--- config.mk ---
export PLATFORM = sky130hd
export DESIGN_NAME = imm_extend_pipe
export DESIGN_NICKNAME = d
export VERILOG_FILES = /design/src/rtl/kgp_imm_pkg.sv /design/src/rtl/imm_ext_core.sv /design/src/rtl/imm_extend_pipe.sv
export SDC_FILE = /design/constraint.sdc
export NUM_CORES = 1
export LEC_CHECK = 0
export CAP_MARGIN = 15
export CORE_MARGIN = 2
export CORE_UTILIZATION = 47
export DETAILED_ROUTE_END_ITERATION = 8
export PLACE_DENSITY = 0.73
export SLEW_MARGIN = 20
export SYNTH_ARGS = -nofsm -noshare
export SYNTH_HDL_FRONTEND = slang
export SYNTH_SLANG_ARGS = --single-unit
--- constraint.sdc ---
create_clock -name clk -period 1.6 [get_ports clk]
set_input_delay 0.16 -clock clk [delete_from_list [all_inputs] [get_ports clk]]
set_output_delay 0.16 -clock clk [all_outputs]
set_load 0.02 [all_outputs]
--- src/rtl/kgp_imm_pkg.sv ---
// Shared encodings for the KGP-RISC immediate-generation stage.
package kgp_imm_pkg;

    typedef enum logic [1:0] {
        IMM_SIGN  = 2'b00,
        IMM_ZERO  = 2'b01,
        IMM_SHAMT = 2'b10,
        IMM_UPPER = 2'b11
    } imm_mode_e;

    typedef enum logic [1:0] {
        ST_EMPTY = 2'd0,
        ST_ONE   = 2'd1,
        ST_FULL  = 2'd2
    } buf_state_e;

endpackage

--- src/rtl/imm_ext_core.sv ---
// Combinational immediate extender: sign, zero, shift-amount or upper placement.
module imm_ext_core
    import kgp_imm_pkg::*;
#(
    parameter int IN_W    = 16,
    parameter int OUT_W   = 32,
    parameter int SHAMT_W = 5
) (
    input  logic [1:0]       mode,
    input  logic [IN_W-1:0]  imm,
    output logic [OUT_W-1:0] ext
);

    always_comb begin
        ext = '0;
        case (mode)
            IMM_SIGN:  ext = OUT_W'($signed(imm));
            IMM_ZERO:  ext = OUT_W'(imm);
            IMM_SHAMT: ext = OUT_W'(imm[IN_W-1 -: SHAMT_W]);
            // Shift form avoids a zero-width replication when OUT_W == IN_W.
            IMM_UPPER: ext = OUT_W'(imm) << (OUT_W - IN_W);
            default:   ext = '0;
        endcase
    end

endmodule

--- src/rtl/imm_extend_pipe.sv ---
// Pipelined immediate extender with a 2-entry skid buffer, flush and sideband tag.
// Optional transfer statistics are enabled by defining IMM_STATS_EN.
module imm_extend_pipe
    import kgp_imm_pkg::*;
#(
    parameter int IN_W    = 16,
    parameter int OUT_W   = 32,
    parameter int SHAMT_W = 5,
    parameter int TAG_W   = 5
) (
    input  logic             clk,
    input  logic             rst,
    input  logic             flush,
    input  logic             in_valid,
    output logic             in_ready,
    input  logic [1:0]       in_mode,
    input  logic [IN_W-1:0]  in_imm,
    input  logic [TAG_W-1:0] in_tag,
    output logic             out_valid,
    input  logic             out_ready,
    output logic [OUT_W-1:0] out_data,
    output logic [TAG_W-1:0] out_tag,
    output logic [1:0]       dbg_state
`ifdef IMM_STATS_EN
    ,
    output logic [31:0]      stat_count,
    output logic             stat_sat
`endif
);

    generate
        if (OUT_W < IN_W) begin : g_bad_width
            $error("imm_extend_pipe: OUT_W must be >= IN_W");
        end
        if (SHAMT_W > IN_W) begin : g_bad_shamt
            $error("imm_extend_pipe: SHAMT_W must be <= IN_W");
        end
    endgenerate

    // Handshake: a transfer happens on a rising edge where valid and ready are
    // both high; in_ready is registered and never looks at in_valid.
    buf_state_e       state_q, state_d;
    logic             in_ready_q, out_valid_q;
    logic [OUT_W-1:0] main_data_q, skid_data_q, ext_data;
    logic [TAG_W-1:0] main_tag_q, skid_tag_q;
    logic             in_fire, out_fire;
    logic             ld_main_in, ld_main_skid, ld_skid;

    imm_ext_core #(
        .IN_W    (IN_W),
        .OUT_W   (OUT_W),
        .SHAMT_W (SHAMT_W)
    ) u_core (
        .mode (in_mode),
        .imm  (in_imm),
        .ext  (ext_data)
    );

    assign in_fire  = in_valid & in_ready_q;
    assign out_fire = out_valid_q & out_ready;

    always_comb begin
        state_d      = state_q;
        ld_main_in   = 1'b0;
        ld_main_skid = 1'b0;
        ld_skid      = 1'b0;
        if (flush) begin
            state_d = ST_EMPTY;
        end else begin
            case (state_q)
                ST_EMPTY: begin
                    if (in_fire) begin
                        state_d    = ST_ONE;
                        ld_main_in = 1'b1;
                    end
                end
                ST_ONE: begin
                    if (in_fire && out_fire) begin
                        ld_main_in = 1'b1;
                    end else if (in_fire) begin
                        state_d = ST_FULL;
                        ld_skid = 1'b1;
                    end else if (out_fire) begin
                        state_d = ST_EMPTY;
                    end
                end
                ST_FULL: begin
                    if (out_fire) begin
                        state_d      = ST_ONE;
                        ld_main_skid = 1'b1;
                    end
                end
                default: state_d = ST_EMPTY;
            endcase
        end
    end

    always_ff @(posedge clk or negedge rst) begin
        if (!rst) begin
            state_q     <= ST_EMPTY;
            out_valid_q <= 1'b0;
            in_ready_q  <= 1'b1;
            main_data_q <= '0;
            main_tag_q  <= '0;
            skid_data_q <= '0;
            skid_tag_q  <= '0;
        end else begin
            state_q     <= state_d;
            out_valid_q <= (state_d != ST_EMPTY);
            in_ready_q  <= (state_d != ST_FULL);
            if (ld_main_in) begin
                main_data_q <= ext_data;
                main_tag_q  <= in_tag;
            end else if (ld_main_skid) begin
                main_data_q <= skid_data_q;
                main_tag_q  <= skid_tag_q;
            end
            if (ld_skid) begin
                skid_data_q <= ext_data;
                skid_tag_q  <= in_tag;
            end
        end
    end

    assign in_ready  = in_ready_q;
    assign out_valid = out_valid_q;
    assign out_data  = main_data_q;
    assign out_tag   = main_tag_q;
    assign dbg_state = state_q;

`ifdef IMM_STATS_EN
    logic [31:0] stat_cnt_q;
    logic        stat_sat_q;

    // Counts accepted inputs even when a flush discards them; survives flush.
    always_ff @(posedge clk or negedge rst) begin
        if (!rst) begin
            stat_cnt_q <= '0;
            stat_sat_q <= 1'b0;
        end else if (in_fire && (stat_cnt_q != 32'hFFFF_FFFF)) begin
            stat_cnt_q <= stat_cnt_q + 32'd1;
            if (stat_cnt_q == 32'hFFFF_FFFE) begin
                stat_sat_q <= 1'b1;
            end
        end
    end

    assign stat_count = stat_cnt_q;
    assign stat_sat   = stat_sat_q;
`endif

endmodule

Yosys cells after proc, flatten, opt, wreduce, memory -nomap -nowiden
Index checks and enable logic that the tools add are counted.
{"block": "op_classes", "n_addsub": 0, "n_mul": 0, "div_mod_pow": 0, "magnitude_cmp": 0, "n_eq_ne": 6, "shift": 0, "mux": 22, "n_bitwise": 2, "reduce_logical": 5}
{"op": "$pmux W32 S4", "n": 1}
{"op": "$mux W32", "n": 2}
{"op": "$mux W2", "n": 6}
{"op": "$mux W5", "n": 2}
{"op": "$mux W1", "n": 9}
{"op": "$eq A2 B2 Y1 const B", "n": 3}
{"op": "$pmux W2 S3", "n": 1}
{"op": "$eq A2 B1 Y1 const B", "n": 2}
{"op": "$logic_not A2 Y1", "n": 2}
{"op": "$reduce_bool A2 Y1", "n": 2}
{"op": "$and A1 B1 Y1", "n": 2}
{"op": "$ne A2 B2 Y1 const B", "n": 1}
{"op": "$pmux W1 S2", "n": 1}
{"op": "$logic_and A1 B1 Y1", "n": 1}
{"block": "word_totals", "ff_bits": 78, "latchBits": 0, "mem_bits_rw": 0, "rom_bits": 0, "in_bits": 28, "out_inout_bits": 41, "elab_cells": 42, "mem_count": 0}

Longest topological paths before layout
{"block": "depth", "word_depth": 7, "mapped_depth": 6, "mapped_depth_nobuf": 4}

Modules after synthesis
Synthesis repeated with hierarchy kept, for this count alone.
{"block": "hier_totals", "hier_cells": 352, "area_unflattened_um2": 3960.0}
{"mod": "imm_extend_pipe", "n_inst": 1, "cells_per_inst": 311, "area_each_um2": 3649.8, "seq_area_each_um2": 1953.1}
{"mod": "imm_ext_core", "n_inst": 1, "cells_per_inst": 41, "area_each_um2": 310.3, "seq_area_each_um2": 0.0}

Least setup slack after synthesis
OpenSTA, ideal clock, no wires.
{"block": "synth_timing", "path_kind": "register to register", "from": "reg state_q[0] (netlist: dbg_state[0])", "to": "reg main_data_q[1] (netlist: out_data[1])", "setup_ps": 125, "arrival_ps": 1716, "required_ps": 1475, "path_slack_ps": -241, "stages_incl_launch_ff": 6, "path_buffers": 1, "synth_period_minus_slack_ps": 1841, "path_cell_list": "dfrtp_1 a21boi_4 or3_1 buf_6 mux2_4 mux2_4"}
{"block": "synth_via", "elab_chain_len": 4, "elab_cells_between_ends": 9, "cone_classes": "2 x eq/ne; 5 x mux; 2 x reduce/logical"}
{"element": "from (decl)", "line_no": "imm_extend_pipe.sv:42", "rtl": "buf_state_e state_q, state_d;"}
{"element": "from (signal assigned)", "line_no": "imm_extend_pipe.sv:108", "rtl": "state_q <= state_d;"}
{"element": "$eq A2 B1 Y1, or another cell as far along", "line_no": "imm_extend_pipe.sv:70", "rtl": "case (state_q)"}
{"element": "$pmux W1 S2 or $mux W1 (tied branches)", "line_no": "imm_extend_pipe.sv:70"}
{"element": "$mux W1", "line_no": "imm_extend_pipe.sv:67", "rtl": "if (flush) begin"}
{"element": "$mux W32 or $reduce_bool A2 Y1 (tied branches)"}
{"element": "to (signal assigned)", "line_no": "imm_extend_pipe.sv:112", "rtl": "main_data_q <= ext_data;"}
{"element": "to (signal assigned)", "line_no": "imm_extend_pipe.sv:115", "rtl": "main_data_q <= skid_data_q;"}
{"element": "to (decl)", "line_no": "imm_extend_pipe.sv:44", "rtl": "logic [OUT_W-1:0] main_data_q, skid_data_q, ext_data;"}
Several ways; a longest one is shown, not always the timed one.
A chain may end at the register's enable or synchronous reset.

Final worst setup path
{"block": "layout_timing", "from": "reg in_ready_q (netlist: in_ready)", "to": "reg main_data_q[28] (netlist: out_data[28])"}
{"block": "layout_via", "elab_chain_len": 6, "elab_cells_between_ends": 8, "cone_classes": "5 x mux; 1 x bitwise; 2 x reduce/logical"}
{"element": "from (decl)", "line_no": "imm_extend_pipe.sv:43", "rtl": "logic in_ready_q, out_valid_q;"}
{"element": "from (signal assigned)", "line_no": "imm_extend_pipe.sv:110", "rtl": "in_ready_q <= (state_d != ST_FULL);"}
{"element": "$and A1 B1 Y1 (*)", "line_no": "imm_extend_pipe.sv:59", "rtl": "assign in_fire = in_valid & in_ready_q;"}
{"element": "$logic_and A1 B1 Y1", "line_no": "imm_extend_pipe.sv:78", "rtl": "if (in_fire && out_fire) begin"}
{"element": "$mux W1", "line_no": "imm_extend_pipe.sv:78"}
{"element": "$pmux W1 S2 (*)", "line_no": "imm_extend_pipe.sv:70"}
{"element": "$mux W1 (*)", "line_no": "imm_extend_pipe.sv:67"}
{"element": "$mux W32 or $reduce_bool A2 Y1 (tied branches)"}
Mark *: on every way between the ends. The rest lies on a longest branch, timed or not.

==> results.json <==
{
  "status": "finished with violations",
  "violations": "setup timing",
  "p_leak_nw": 2.60,
  "end_kind": "flip-flop",
  "skew_ps": 10.5,
  "slew_violations": 0,
  "finalHoldViolations": 0,
  "num_antenna_cells": 0,
  "yosys.area_share.xor_xnor_pct": 0,
  "num_rows": 32,
  "final_area_um2": 5790,
  "r2r_setup_slack_ps": -320,
  "insertion_delay_ps": 370,
  "switching_share_pct": 35.4,
  "min_period_over_period_pct": 120,
  "yosysSeqAreaShare_pct": 53.1,
  "cts_tree": "yes",
  "setup_violations": 74,
  "holdWs_ps": 283,
  "num-nets-final": 485,
  "ios": 69,
  "synth-adder-area-share_pct": 0,
  "worstMarginPinSlew_ps": 665,
  "synth_compound_gate_area_share_pct": 17.9,
  "fmax_mhz": 520,
  "path_max_fanout": 6,
  "first_iter_violations": 227,
  "finalSetupTns_ps": -14260,
  "hold_class": "input port to asynchronous set/reset pin",
  "cts.sinks": 78,
  "grt_pass1_vias": 3362,
  "max_slew_margin_pct": 55.6,
  "r2r_start": "in_ready$_DFF_PN1_",
  "yosys_register_bits": 78,
  "criticalPathCategory": "flip-flop to flip-flop",
  "place_hpwl_um": 6510,
  "reg2reg_depth": 5,
  "grt_antenna_before_repair": 0,
  "postRouteAntennaNets": 0,
  "track_usage_pct": 25.5,
  "synth_top_family_by_area": "multiplexers",
  "peakVddDrop_mv": 0.949,
  "dieArea_um2": 8550,
  "final_common_cell": "dfrtp_1",
  "r2r_end": "out_data[28]$_DFFE_PN0P_",
  "synth_flop_cell": "dfrtp_1",
  "drv_cap": 0,
  "rsz0062_at_grt": "yes",
  "synthMuxAreaShare_pct": 18.1,
  "cts_inserted_buffers": 9,
  "vias": 3358,
  "final_cell_mix": "76 x dfrtp_1, 63 x clkdlybuf4s50_1, 44 x buf_4",
  "areaGrowthSynthToFinish_pct": 57.5,
  "vias_per_cell": 5.95,
  "powerDensity_nw_per_um2": 1460,
  "wl_um": 12200,
  "die_w_um": 92.5,
  "ys_types": 32,
  "yosys.area_share.simple_pct": 6.60,
  "drc": 0,
  "finalPower_mw": 8.45,
  "postSynthCellCount": 334,
  "p_int_mw": 5.46,
  "synthArstFlopShare_pct": 100,
  "min_period_ps": 1920,
  "startpoint_type": "flip-flop",
  "synth_nets": 362,
  "grt_pass1_wl_um": 16800,
  "power_frac_seq_pct": 38.3,
  "drive_above_1_share_pct": 43.1,
  "initial_core_util_pct": 48.1,
  "die_h_um": 92.5,
  "fin_ws_ps": -324,
  "overflow": 0,
  "place_congestion": 0.824,
  "critPathArrivalTime_ps": 2230,
  "clk_pin_slew_worst_paths_ps": 90,
  "syn_area_per_cell_um2": 11.0,
  "drt-pass1-iter-count": 5,
  "portBuffers": 68,
  "yosys_warnings": 0,
  "synth_edf_count": 0,
  "cp.required_ps": 1910,
  "combPwrFrac_pct": 43.2,
  "switchingPower_mw": 2.99,
  "grt_max_degree": 33,
  "cts_max_path_buffers": 2,
  "wl_per_cell_um": 21.7,
  "place_area_um2": 4850,
  "synth_area_um2": 3680,
  "pwr-share-clk_pct": 18.5,
  "clockRootBuffer": "clkbuf_8",
  "h-tree-depth": 3,
  "core_area_um2": 7650
}
==> how the worst max path moves through the flow <==
stage          cells after the start  slack, ps          startpoint                  endpoint
6_report                           5       -320  in_ready$_DFF_PN1_  out_data[28]$_DFFE_PN0P_
5_1_grt                            5       -390  in_ready$_DFF_PN1_  out_data[11]$_DFFE_PN0P_
4_1_cts                            7       -250  in_ready$_DFF_PN1_   out_data[7]$_DFFE_PN0P_
3_5_place_dp                       6       -440           out_ready    out_tag[0]$_DFFE_PN0P_
3_3_place_gp                       6       -420           out_ready    out_tag[4]$_DFFE_PN0P_
2_1_floorplan                      5       -240  in_ready$_DFF_PN1_   out_data[1]$_DFFE_PN0P_
==> sequential cells by signal, indices dropped and copies added (netlist names) <==
signal and flops:
out_valid 1, dbg_state 2, skid_data_q 32, out_data 32
out_tag 5, skid_tag_q 5, in_ready 1
==> routing by layer <==
metal	share of wire (%)	vias to the layer above	track usage (%)
met1	41	1699	32.4
met4	5.0	0	12.3
met3	4.9	51	4.15
li1	-	1441	-
met2	50	167	42.4
met5	0	-	0
==> Yosys cell counts (4+ instances only) <==
master / number / area share [%]
o31ai_1: 26 / 5.3
mux2_4: 12 / 4.9
o21ai_0: 56 / 7.6
buf_2: 4 / 0.54
a21oi_1: 18 / 2.4
dfrtp_1: 77 / 52
inv_1: 6 / 0.61
mux2i_1: 9 / 2.4
mux2_2: 35 / 11
buf_6: 4 / 1.2
nand2_1: 46 / 4.7
clkbuf_1: 17 / 1.7
==> worst max-delay path, stage by stage (launching register included) <==
cell and delay [ps]:
dfstp_2 540, nand3b_1 130, or3_4 410, clkbuf_16 180, o21ai_0 370, mux2_4 230
==> cells by family after synthesis <==
logic type,Yosys count
compound gates,110
buf+inv,33
flops,78
mux,56
simple gates,57
==> power groups by stage <==
stage / registers [mW] / clock network, mW / logic [mW]
2_1_floorplan: 3.55 / 0 / 1.22
3_3_place_gp: 3.09 / 0 / 3.00
3_5_place_dp: 3.12 / 0 / 3.06
4_1_cts: 3.09 / 1.57 / 3.18
5_1_grt: 3.31 / 1.64 / 3.86
6_report: 3.24 / 1.56 / 3.65
==> metrics by stage <==
| step | std cells | util [%] | setup slack (ps) |
|---|---|---|---|
| after global placement | 526 | 63.4 | -425 |
| after global routing | 564 | 75.8 | -394 |
| after detailed placement | 526 | 63.4 | -441 |
| final | 564 | 75.8 | -324 |
| after CTS | 554 | 69.5 | -249 |
| after floorplan | 334 | - | -240 |
==> area by class of cell <==
cell class	count	area, µm²
Tap cell	102	128
Multi-Input combinational cell	224	1960
Sequential cell	78	1950
Inverter	6	22.5
Clock buffer	9	124
Clock inverter	7	78.8
Fill cell	461	1850
Timing Repair Buffer	138	1530
==> what timing repair did <==
item | CTS | global route
buffers inserted | 4 | 9
endpoints found under the setup margin | 71 | 74
gates cloned | 7 | 5
gates resized for setup | 20 | 131
hold endpoints to repair | 28 | 0
pin swaps | 0 | 36
hold buffers | 1 | 0
(Power assumes the default switching activity.)
